[src/rtl/lcd_stream_capture.sv]
// lcd_stream_capture: captures the LCD dual-pixel RGB stream into memory
// as an AHB-lite master, one pixel per word {8'h00,R,G,B}, even/odd words.
//
// Ports:
//   HCLK, HRESETn        clock, asynchronous active-low reset
//   cfg_start            one-cycle arm pulse (ignored while out_busy)
//   cfg_base_addr        byte address of word 0 (8-byte aligned)
//   cfg_data_count       dual pixels to capture (0 = none)
//   in_valid, in_r0..b1  incoming dual-pixel beat
//   out_H*, in_HREADY,
//   in_HRESP             AHB-lite master port (SINGLE word writes)
//   out_busy             armed or transfers outstanding
//   out_done             one-cycle completion pulse
//   out_overflow         sticky: beat dropped on full FIFO
//   out_err              sticky: ERROR response seen
module lcd_stream_capture #(
    parameter int          W_ADDR       = 32,
    parameter int          W_DATA       = 32,
    parameter int          IMG_PIX_W    = 8,
    parameter int          FIFO_DEPTH   = 16,
    parameter int          W_FRAME_SIZE = 25,
    // {cacheable=0, bufferable=0, privileged=0, data=1}
    parameter logic [3:0]  DEF_HPROT    = 4'b0001
) (
    input  logic                    HCLK,
    input  logic                    HRESETn,
    input  logic                    cfg_start,
    input  logic [W_ADDR-1:0]       cfg_base_addr,
    input  logic [W_FRAME_SIZE-1:0] cfg_data_count,
    input  logic                    in_valid,
    input  logic [IMG_PIX_W-1:0]    in_r0,
    input  logic [IMG_PIX_W-1:0]    in_g0,
    input  logic [IMG_PIX_W-1:0]    in_b0,
    input  logic [IMG_PIX_W-1:0]    in_r1,
    input  logic [IMG_PIX_W-1:0]    in_g1,
    input  logic [IMG_PIX_W-1:0]    in_b1,
    output logic [1:0]              out_HTRANS,
    output logic [W_ADDR-1:0]       out_HADDR,
    output logic                    out_HWRITE,
    output logic [2:0]              out_HSIZE,
    output logic [2:0]              out_HBURST,
    output logic [3:0]              out_HPROT,
    output logic [W_DATA-1:0]       out_HWDATA,
    input  logic                    in_HREADY,
    input  logic [1:0]              in_HRESP,
    output logic                    out_busy,
    output logic                    out_done,
    output logic                    out_overflow,
    output logic                    out_err
);

    localparam logic [1:0] TRANS_IDLE   = 2'b00;
    localparam logic [1:0] TRANS_NONSEQ = 2'b10;
    localparam logic [2:0] SIZE_WORD    = 3'b010;
    localparam logic [2:0] BURST_SINGLE = 3'b000;
    localparam logic [1:0] RESP_ERROR   = 2'b01;

    localparam int AW = $clog2(FIFO_DEPTH);
    localparam int PW = 3 * IMG_PIX_W;
    localparam int EW = 2 * PW;

    typedef enum logic [1:0] {
        ST_IDLE,
        ST_W0,
        ST_W1
    } state_t;

    state_t                  state_q, state_d;
    logic [W_ADDR-1:0]       addr_q, addr_d;
    logic [W_FRAME_SIZE-1:0] rem_q, rem_d;
    logic [W_FRAME_SIZE-1:0] acc_q, acc_d;
    logic                    busy_q, busy_d;
    logic                    done_q, done_d;
    logic                    ovf_q, ovf_d;
    logic                    err_q, err_d;
    logic                    dph_q, dph_d;
    logic                    dlast_q, dlast_d;
    logic [W_DATA-1:0]       wdata_q, wdata_d;
    logic [AW:0]             wr_q, wr_d;
    logic [AW:0]             rd_q, rd_d;

    logic [EW-1:0]           mem [FIFO_DEPTH];
    logic [EW-1:0]           head;
    logic [AW:0]             count;
    logic                    empty, full;
    logic                    push, pop, flush, err_hit;

    assign head  = mem[rd_q[AW-1:0]];
    assign count = wr_q - rd_q;
    assign empty = (count == '0);
    assign full  = (count == (AW+1)'(FIFO_DEPTH));

    assign err_hit = dph_q && (in_HRESP == RESP_ERROR);

    always_comb begin
        state_d = state_q;
        addr_d  = addr_q;
        rem_d   = rem_q;
        acc_d   = acc_q;
        busy_d  = busy_q;
        done_d  = 1'b0;
        ovf_d   = ovf_q;
        err_d   = err_q;
        dph_d   = dph_q;
        dlast_d = dlast_q;
        wdata_d = wdata_q;
        push    = 1'b0;
        pop     = 1'b0;
        flush   = 1'b0;

        // Bus side: every transition waits for an accepted cycle.
        if (in_HREADY) begin
            if (dph_q && dlast_q) begin
                done_d = 1'b1;
                busy_d = 1'b0;
            end
            dph_d   = 1'b0;
            dlast_d = 1'b0;
            unique case (state_q)
                ST_IDLE: begin
                    if (!empty) state_d = ST_W0;
                end
                ST_W0: begin
                    state_d = ST_W1;
                    wdata_d = W_DATA'(head[EW-1:PW]);
                    dph_d   = 1'b1;
                end
                ST_W1: begin
                    pop     = 1'b1;
                    wdata_d = W_DATA'(head[PW-1:0]);
                    addr_d  = addr_q + W_ADDR'(8);
                    rem_d   = rem_q - W_FRAME_SIZE'(1);
                    dph_d   = 1'b1;
                    dlast_d = (rem_q == W_FRAME_SIZE'(1));
                    // Go straight on only if another entry is already queued.
                    if (rem_q != W_FRAME_SIZE'(1) && count > (AW+1)'(1))
                        state_d = ST_W0;
                    else
                        state_d = ST_IDLE;
                end
                default: state_d = ST_IDLE;
            endcase
        end

        // Stream side: a pop in the same cycle frees a slot on a full FIFO.
        if (in_valid && acc_q != '0) begin
            acc_d = acc_q - W_FRAME_SIZE'(1);
            if (!full || pop)
                push = 1'b1;
            else
                ovf_d = 1'b1;
        end

        if (cfg_start && !busy_q) begin
            addr_d = cfg_base_addr;
            rem_d  = cfg_data_count;
            acc_d  = cfg_data_count;
            ovf_d  = 1'b0;
            err_d  = 1'b0;
            busy_d = (cfg_data_count != '0);
            done_d = (cfg_data_count == '0);
        end

        // ERROR abandons the frame; the data phase lasts until HREADY.
        if (err_hit) begin
            state_d = ST_IDLE;
            addr_d  = addr_q;
            rem_d   = '0;
            acc_d   = '0;
            busy_d  = 1'b0;
            done_d  = 1'b0;
            err_d   = 1'b1;
            dph_d   = !in_HREADY;
            dlast_d = 1'b0;
            wdata_d = wdata_q;
            push    = 1'b0;
            pop     = 1'b0;
            flush   = 1'b1;
        end

        wr_d = flush ? '0 : wr_q + (AW+1)'(push);
        rd_d = flush ? '0 : rd_q + (AW+1)'(pop);
    end

    always_ff @(posedge HCLK or negedge HRESETn) begin
        if (!HRESETn) begin
            state_q <= ST_IDLE;
            addr_q  <= '0;
            rem_q   <= '0;
            acc_q   <= '0;
            busy_q  <= 1'b0;
            done_q  <= 1'b0;
            ovf_q   <= 1'b0;
            err_q   <= 1'b0;
            dph_q   <= 1'b0;
            dlast_q <= 1'b0;
            wdata_q <= '0;
            wr_q    <= '0;
            rd_q    <= '0;
        end else begin
            state_q <= state_d;
            addr_q  <= addr_d;
            rem_q   <= rem_d;
            acc_q   <= acc_d;
            busy_q  <= busy_d;
            done_q  <= done_d;
            ovf_q   <= ovf_d;
            err_q   <= err_d;
            dph_q   <= dph_d;
            dlast_q <= dlast_d;
            wdata_q <= wdata_d;
            wr_q    <= wr_d;
            rd_q    <= rd_d;
        end
    end

    always_ff @(posedge HCLK) begin
        if (push)
            mem[wr_q[AW-1:0]] <= {in_r0, in_g0, in_b0, in_r1, in_g1, in_b1};
    end

    assign out_HTRANS   = (state_q == ST_IDLE) ? TRANS_IDLE : TRANS_NONSEQ;
    assign out_HADDR    = (state_q == ST_W1) ? addr_q + W_ADDR'(4) : addr_q;
    assign out_HWRITE   = (state_q != ST_IDLE);
    assign out_HSIZE    = SIZE_WORD;
    assign out_HBURST   = BURST_SINGLE;
    assign out_HPROT    = DEF_HPROT;
    assign out_HWDATA   = wdata_q;
    assign out_busy     = busy_q;
    assign out_done     = done_q;
    assign out_overflow = ovf_q;
    assign out_err      = err_q;

endmodule

[config.mk]
export PLATFORM = sky130hd
export DESIGN_NAME = lcd_stream_capture
export DESIGN_NICKNAME = d
export VERILOG_FILES = /design/src/rtl/lcd_stream_capture.sv
export SDC_FILE = /design/constraint.sdc
export NUM_CORES = 1
export LEC_CHECK = 0
export BUFFER_PORTS_ARGS = -buffer_cell sky130_fd_sc_hd__buf_2
export CAP_MARGIN = 20
export CELL_PAD_IN_SITES_DETAIL_PLACEMENT = 1
export CELL_PAD_IN_SITES_GLOBAL_PLACEMENT = 1
export CORE_MARGIN = 2
export CORE_UTILIZATION = 40
export DETAILED_ROUTE_END_ITERATION = 7
export PLACE_DENSITY = 0.71
export SYNTH_ARGS = -nofsm -noshare
export SYNTH_HDL_FRONTEND = slang
export SYNTH_SLANG_ARGS = --single-unit
[constraint.sdc]
create_clock -name HCLK -period 8.9 [get_ports HCLK]
set_input_delay 0.445 -clock HCLK [delete_from_list [all_inputs] [get_ports HCLK]]
set_output_delay 0.445 -clock HCLK [all_outputs]
set_load 0.1 [all_outputs]
---- Word level (Yosys, flattened, before mapping) ----
Memories as Yosys holds them, arrays and structs flattened.
Cells that the tools add are included.
word-level totals
  register bits after elaboration ......... 132
  memory bits (writable) .................. 768
  bits of input ports ..................... 112
  output and inout bits ................... 81
  logic and storage cells ................. 111
  memories ................................ 1
operators by class
  $add $sub $neg .......................... 7
  magnitude comparators ................... 1
  equal/unequal tests ..................... 8
  muxes and demuxes ....................... 48
  bitwise logic cells ..................... 1
  reductions and logical operators ........ 32
memories
  name  depth  bits a word  read ports  clocked after memory_dff  wr ports  RTL line  text
  mem   16     48           1           0                         1         82        logic [EW-1:0] mem [FIFO_DEPTH];
operator list
  operator                                                                         number
  25-bit two-way mux                                                               7
  32-bit two-way mux                                                               4
  32-bit case mux with 2 select lines                                              1
  25-bit nonzero test                                                              2
  25-bit by 1-bit subtractor with 25-bit output, second input constant             2
  32-bit by 3-bit adder with 32-bit output, second input constant                  1
  32-bit by 4-bit adder with 32-bit output, second input constant                  1
  1-bit two-way mux                                                                29
  25-bit by 1-bit equality test with 1-bit output, second input constant           1
  25-bit logical NOT                                                               1
  25-bit by 1-bit inequality test with 1-bit output, second input constant         1
  2-bit nonzero test                                                               7
  3-bit nonzero test                                                               4
  5-bit by 1-bit adder with 5-bit output                                           2
  5-bit two-way mux                                                                2
  2-bit two-way mux                                                                4
  2-bit AND reduction                                                              4
  2-bit case mux with 3 select lines                                               1
  3-bit AND reduction                                                              2
  5-bit equality test, second input constant                                       1
  5-bit by 1-bit greater-than comparator with 1-bit output, second input constant  1
  1-bit logical AND                                                                5
  5-bit logical NOT                                                                1
  5-bit subtractor                                                                 1
  other kinds (9)                                                                  12

---- Longest topological paths before layout ----
Gate-level depths: netlist of run 1.
  depth in word-level cells ............... 9
  gate-level depth with buffers ........... 18
  gate-level depth less buffers ........... 15

---- Least setup slack after synthesis of run 1 ----
No wires, ideal clock.
  kind .................................... reg-to-reg
  start point ............................. reg rd_q[1]
  end point ............................... mem mem[0][0] (netlist bit) (enable)
  setup time .............................. 0.590 ns
  arrival ................................. 7.899 ns
  data required time ...................... 8.310 ns
  path slack .............................. 0.412 ns
  stages on the path, launching flop included .. 13
  buffers on the path ..................... 4
  clock period less this slack ............ 8.488 ns
  path through ............................ dfrtp_1 -> clkbuf_1 -> clkbuf_1 -> clkbuf_1 -> inv_1 -> fa_1 -> a21o_1 -> a21oi_1 -> xor2_1 -> nor4_1 -> or3b_2 -> buf_2 -> nor4b_1
between the ends
  word-level cells in the longest chain between the ends .. 9
RTL lines
  what                                     RTL line  text
  start, declared                          80        logic [AW:0] rd_q, rd_d;
  start signal, assigned                   213       rd_q <= rd_d;
  5-bit subtractor                         89        assign count = wr_q - rd_q;
  5-bit equality test                      91        assign full = (count == (AW+1)'(FIFO_DEPTH));
  1-bit logical NOT                        148       if (!full || pop)
  1-bit logical OR                         148
  1-bit two-way mux                        148
  1-bit two-way mux                        146       if (in_valid && acc_q != '0) begin
  1-bit two-way mux                        165       if (err_hit) begin
  1-bit two-way mux                        218       if (push)
  1-bit two-way mux (implied by the code)  219       mem[wr_q[AW-1:0]] <= {in_r0, in_g0, in_b0, in_r1, in_g1, in_b1};
  end, declared                            82
Every way passes these cells.

---- Worst setup path after layout of run 1 ----
  start point ............................. reg rd_q[1]
  end point ............................... mem mem[5][28] (netlist bit) (enable)
Same word-level chain as after synthesis.

==> out/qor.csv, run 1 <==
stage,metric,value,unit
global_route,initial antenna violation count,9,
timing,fin crit period,5190,ps
synth,most numerous cell in the Yosys netlist,edfxtp_1,
timing,RSZ-0062 raised after global routing,no,
synth,"Top FF cell, synth",edfxtp_1,
drt,vias,20000,
synth,XOR/XNOR Fraction of Synth Area,1.98,%
clock_tree,number of setup buffers added after CTS,0,
global_route,remaining global-route overflow,0,
clock_tree,H-tree Lvls,3,
critical_path,Worst R2R Start,rd_q[1],
synth,Synth Area in Compound Gates,6.22,%
global_route,largest net degree at the start of global routing,113,
synth,most frequent cells after synthesis,"768 x edfxtp_1, 192 x mux4_2, 162 x a21oi_1",
power_and_ir_drop,P_leak,13.6,nW
global_route,gr usage total,19.9,%
drt,Pre-Repair DR Iteration Count,5,
clock_tree,clock insertion delay at the later pin of the skew report,670,ps
timing,max-slew violations,0,
placed_design,IO Port Bufs,173,
synth,"EDFF count, synth",768,
synth,mapped cell area,36300,um2
timing,final setup TNS,0,ps
synth,Cells after Synth,2076,
placed_design,GP Congestion,0.809,
synth,Syn Area/Cell,17.5,um2
synth,"FF+latch count, synth",892,
synth,Area contributors post-synth,"edfxtp_1 64%, mux4_2 12%, dfrtp_1 8.6%, a21oi_1 2.2%, a22oi_1 2.1%",
placed_design,hpwl dp,53.1,mm
global_route,global-route wire length before repair,140,mm
timing,period utilization,58.3,%
timing,Final Hold Vio Count,0,
die,core area,89900,um2
outcome,status,"complete, no violations",
placed_design,placed instance count,3329,
synth,main combinational cell family by area after synthesis,multiplexers,
synth,Synth area leader,edfxtp_1,
synth,Yosys warnings,0,
die,die area,93100,um2
critical_path,Worst Setup End Kind,register,
timing,Worst-Margin Slew,1120,ps
synth,adder-cell area share of the yosys netlist,0.676,%
die,Rows,110,
drt,DRC Markers,0,
critical_path,CP Max Fanout,58,
critical_path,Crit Path Category,reg2reg,
min_path,Min-Delay Path Class,in2reg,
clock_tree,"Reg clk slew, reported paths",60,ps
drt,drt initial violations,1638,
job,max-cap violations,0,
timing,Slew HR,25.4,%
drt,"wirelength, routed",91.8,mm
synth,"Seq/Total Area, Yosys",72.2,%
clock_tree,Max Buffers Root-to-Sink,3,
die,Starting Density,40.4,%
layout,share of cells above drive strength 1,25.2,%
synth,Netlist cell types,58,
global_route,vias in the first global route,21500,
timing,Final setup violation count,0,
power_and_ir_drop,Power per Cell Area,339,nW/um2
clock_tree,root buf cell,clkbuf_16,
power_and_ir_drop,worst vdd ir,0.313,mV
critical_path,worst setup path startpoint,rd_q[1],
synth,simple-gate share of the synthesized area,4.82,%
critical_path,startpoint types,register,
critical_path,WP data required,9180,ps
layout,"non-filler cells, final",3504,
min_path,Hold Crit Start,cfg_base_addr[3],
clock_tree,CTS tree,built,
die,IO Pins,193,
timing,fmax,193,MHz
layout,fill cell count,8584,
layout,Area Growth Syn to Fin,14.5,%
clock_tree,Sink Count,892,
drt,post-DR wirelength/cell,26.2,um
drt,Final ANT Viol Nets,0,
drt,DR vias/cell,5.72,
clock_tree,TritonCTS buffer count,92,
layout,Final #Nets,2381,
die,die extent in y,305,um
critical_path,critical path arrival,5470,ps
synth,ys async rst share,13.9,%
synth,mux cell area share after synthesis,12.1,%
synth,post-synth top area share,63.6,%
die,DIE WIDTH,305,um
timing,worst clock skew,54.1,ps
-- stage by stage --
step / setup WS (ps) / total power [mW] / hold WS [ps] / area [um2] / utilization, %
detailed placement: 3590 / 10.3 / 470 / 38400 / 42.8
global route: 3320 / 14.7 / 43.1 / 41500 / 46.2
global placement: 3740 / 10.2 / 462 / 38400 / 42.8
CTS: 3590 / 14.2 / 12.4 / 41500 / 46.2
finish: 3710 / 14.1 / 48.8 / 41500 / 46.2
floorplan: 412 / 9.05 / 149 / 36300 / -
-- cells in the final DEF, fill, tap and decap left out, types with 20 or more instances in the layout --
master | synthesis | routed
edfxtp_1 | 768 | 768
o21ai_0 | 52 | 52
buf_2 | 22 | 172
nor3_1 | 34 | 25
a21oi_1 | 162 | 162
xnor2_1 | 43 | 43
dfrtp_1 | 124 | 122
nand3_1 | 31 | 31
nor2_1 | 83 | 78
inv_1 | 20 | 20
mux4_2 | 192 | 192
buf_4 | 23 | 34
clkinv_2 | 0 | 21
nand2_1 | 97 | 97
clkbuf_16 | 0 | 93
xor2_1 | 39 | 39
a22oi_1 | 100 | 100
-- flip-flops by register name (all words and copies together), names as in the netlist --
| name | count |
|---|---|
| mem | 768 |
| addr_q | 32 |
| acc_q | 25 |
| rem_q | 25 |
| out_HWDATA | 24 |
| rd_q | 5 |
| wr_q | 5 |
| state_q | 2 |
| dlast_q | 1 |
| dph_q | 1 |
| out_busy | 1 |
| out_done | 1 |
| out_err | 1 |
| out_overflow | 1 |
-- where the power goes --
| group | leakage (nW) | internal (mW) | total [mW] | switching, mW |
|---|---|---|---|---|
| clock network | 1.50 | 2.23 | 3.85 | 1.62 |
| registers | 8.39 | 5.17 | 5.64 | 0.470 |
| logic | 3.72 | 1.46 | 4.58 | 3.12 |
| total | 13.6 | 8.86 | 14.1 | 5.21 |
-- logic make-up (layout without fill, tap and decap cells) --
group | count (synthesis) | after routing
compound gates | 370 | 370
xor+xnor | 82 | 82
fa+ha+maj | 19 | 19
buf+inv | 168 | 401
flops | 892 | 892
mux | 197 | 197
other cells | 2 | 21
simple gates | 346 | 346
-- critical path: stages, from the launching register on --
cell and delay, ps:
dfrtp_4 980, inv_1 210, fa_1 480, a21o_1 180, a21oi_1 270, xor2_1 240, nor4_1 110, or3b_2 740
nor3_2 890, buf_4 710
-- cell type report --
type                       instances  area (um2)  area share [%]
antenna                            2        5.00          0.0121
tap                             1176        1470            3.54
timing repair buffer             211        1180            2.84
inverter                          20        75.1           0.181
sequential                       892       26200            63.1
multi-input combinational       1033        9560            23.0
clock buffer                     120        2510            6.04
clock inverter                    50         538            1.30
-- timing repair --
item / 4_1_cts / 5_1_grt
endpoints found under the hold margin: 84 / 0
gates resized for setup: 0 / 0
hold buffers: 3 / 0
-- worst paths after layout --
check	depth (start not counted)	slack [ps]	to
worst max-delay path	9	3710	mem[5][28]
worst min-delay path	3	50	addr_q[3]
worst max register to register	9	3710	mem[5][28]
worst min register to register	2	480	out_err
max in group asynchronous	3	7160	rd_q[1]
min in group asynchronous	2	410	acc_q[13]
-- metal layers --
layer | GRT usage [%] | up-vias | share of wire (%)
met4 | 5.23 | 10 | 2.2
met1 | 27.4 | 10600 | 42
met5 | 0 | - | 0.068
met3 | 3.48 | 133 | 6.2
li1 | - | 8622 | -
met2 | 32.9 | 692 | 49
Note: power is estimated with default switching activity, not from simulation.
==> run 2: changes to the inputs <==
--- a/config.mk
+++ b/config.mk
@@ -12,7 +12,7 @@
 export CORE_MARGIN = 2
 export CORE_UTILIZATION = 40
 export DETAILED_ROUTE_END_ITERATION = 7
-export PLACE_DENSITY = 0.71
+export PLACE_DENSITY = 0.68
 export SYNTH_ARGS = -nofsm -noshare
 export SYNTH_HDL_FRONTEND = slang
 export SYNTH_SLANG_ARGS = --single-unit
==> constraint.sdc (replaced) <==
create_clock -name HCLK -period 5.2 [get_ports HCLK]
set_input_delay 0.26 -clock HCLK [delete_from_list [all_inputs] [get_ports HCLK]]
set_output_delay 0.26 -clock HCLK [all_outputs]
set_load 0.1 [all_outputs]
==> run 2 against run 1 <==
Effect of this change: final cell count increased by 2.7%; design area increased by 3.2%; die area unchanged; clock power increased by 78%; combinational power increased by 77%; critical path depth increased by 2; sequential power increased by 69%; first-iteration DRC count decreased by 3.1%; highest routed layer unchanged; global-route usage increased by 0.074 points; utilization increased by 1.5 points; routed wire length increased by 0.41%; non-clock buffer count increased by 88.
==> out/qor.csv, run 2 (synthesized netlist as in run 1, its figures left out) <==
stage,metric,value,unit
layout,"commonest cells after routing, fill and taps aside","768 x edfxtp_1, 192 x mux4_2, 172 x buf_2",
drt,drt initial violations,1587,
layout,fill cell count,8487,
clock_tree,Max Buffers Root-to-Sink,3,
timing,final worst slack,1050,ps
clock_tree,CTS tree,built,
layout,max reg flops,768,
timing,Slew HR,31.0,%
critical_path,slowest CP cell,or3b_2,
clock_tree,TritonCTS buffer count,93,
global_route,initial antenna violation count,12,
layout,"most common cell after layout, fill and taps aside",edfxtp_1,
critical_path,CP peak stage delay,820,ps
global_route,GR met1 Demand/Resource,27.6,%
critical_path,cell family with most CP delay,simple AND/OR/NAND/NOR gates,
timing,worst clock skew,55.9,ps
critical_path,CP Max Fanout,28,
critical_path,startpoint types,register,
clock_tree,clock insertion delay at the later pin of the skew report,670,ps
layout,Seq. cell area,26200,um2
global_route,global-route wire length before repair,141,mm
global_route,gr usage total,20.0,%
layout,"non-filler cells, final",3598,
timing,max-slew violations,0,
die,die extent in y,305,um
timing,fmax,241,MHz
placed_design,GP Congestion,0.807,
min_path,Min-Delay Path Class,in2reg,
critical_path,Crit Path Category,reg2reg,
power_and_ir_drop,P_leak,14.2,nW
global_route,met3 usage,3.66,%
drt,DRC Markers,0,
layout,share of cells above drive strength 1,25.1,%
drt,Final ANT Viol Nets,0,
power_and_ir_drop,Design Power,24.5,mW
job,max-cap violations,0,
layout,Final #Nets,2470,
global_route,vias in the first global route,22000,
global_route,largest net degree at the start of global routing,148,
die,Starting Density,40.4,%
drt,DR vias/cell,5.64,
layout,Final Util,47.7,%
timing,RSZ-0062 raised after global routing,no,
placed_design,IO Port Bufs,173,
timing,period utilization,79.7,%
die,IO Pins,193,
clock_tree,"Reg clk slew, reported paths",60,ps
clock_tree,root buf cell,clkbuf_16,
outcome,status,"complete, no violations",
die,die area,93100,um2
global_route,GR peak layer,met2,
clock_tree,Post-CTS Resized,0,
placed_design,placed instance count,3334,
critical_path,cell seen most often among critical-path stages,inv_1,
placed_design,hpwl dp,53.5,mm
critical_path,Worst Setup End Kind,register,
critical_path,crit-path cells,inv_1 > ha_1 > inv_1 > fa_1 > a21o_1 > a21oi_1 > xor2_1 > nor4_1 > or3b_2 > nor3_4 > buf_4,
critical_path,WP data required,5480,ps
die,Rows,110,
layout,Area Growth Syn to Fin,18.2,%
clock_tree,H-tree Lvls,3,
timing,Final Hold Vio Count,0,
clock_tree,Sink Count,892,
global_route,global-route met2 utilization,32.7,%
drt,vias,20300,
die,DIE WIDTH,305,um
critical_path,CP Buf/Inv Count,3,
power_and_ir_drop,Power per Cell Area,572,nW/um2
drt,Pre-Repair DR Iteration Count,5,
die,core area,89900,um2
timing,fin crit period,4150,ps
timing,Worst-Margin Slew,1040,ps
critical_path,critical path arrival,4430,ps
power_and_ir_drop,worst vdd ir,0.711,mV
timing,worst hold slack,15.5,ps
placed_design,pre-CTS setup slack,1070,ps
drt,post-DR wirelength/cell,25.6,um
global_route,remaining global-route overflow,0,
drt,"wirelength, routed",92.2,mm
layout,Multi-input gate area,9680,um2
timing,Final setup violation count,0,
run 2: final timing paths:
| check | from | to | slack [ps] | cells past startpoint |
|---|---|---|---|---|
| worst max-delay path | wr_q[0] | mem[11][22] | 1050 | 11 |
| worst min-delay path | cfg_data_count[8] | rem_q[8] | 20 | 3 |
| max in group asynchronous | HRESETn | rd_q[0] | 3690 | 3 |
| worst max register to register | wr_q[0] | mem[11][22] | 1050 | 11 |
| min in group asynchronous | HRESETn | acc_q[23] | 280 | 2 |
| worst min register to register | rem_q[19] | rem_q[19] | 510 | 1 |
run 2: area by class of cell:
class / instances / share of cell area (%)
antenna: 2 / 0.0117
clock buffer: 121 / 6.08
clock inverter: 55 / 1.44
inverter: 20 / 0.175
multi-input combinational: 1033 / 22.6
sequential: 892 / 61.1
tap: 1176 / 3.43
timing repair buffer: 299 / 5.21
run 2: report_power, final:
group | internal (mW) | total [mW] | switching [mW] | leakage [nW]
registers | 8.84 | 9.55 | 0.717 | 8.39
logic | 2.61 | 8.10 | 5.49 | 4.20
clock network | 4.01 | 6.87 | 2.86 | 1.58
run 2: what timing repair did:
action	CTS	global route
setup buffers	0	0
hold endpoints to repair	850	0
endpoints found under the setup margin	0	0
hold buffers	86	0
run 2: tightest hold or removal path, stage by stage:
cell     delay, ps
buf_2           80
o21ai_0        130
a21oi_1        140
run 2: stage by stage:
stage	setup TNS (ps)	instance area, um2
4_1_cts	0	42900
2_1_floorplan	-454200	36400
3_3_place_gp	0	38800
6_report	0	42900
3_5_place_dp	0	38800
5_1_grt	0	42900
run 2: layer usage:
metal  vias up  part of all wire (%)
li1       8799                     -
met1     10700                    43
met2       616                    49
met3       152                   6.0
met4        16                   2.3
met5         -                  0.11
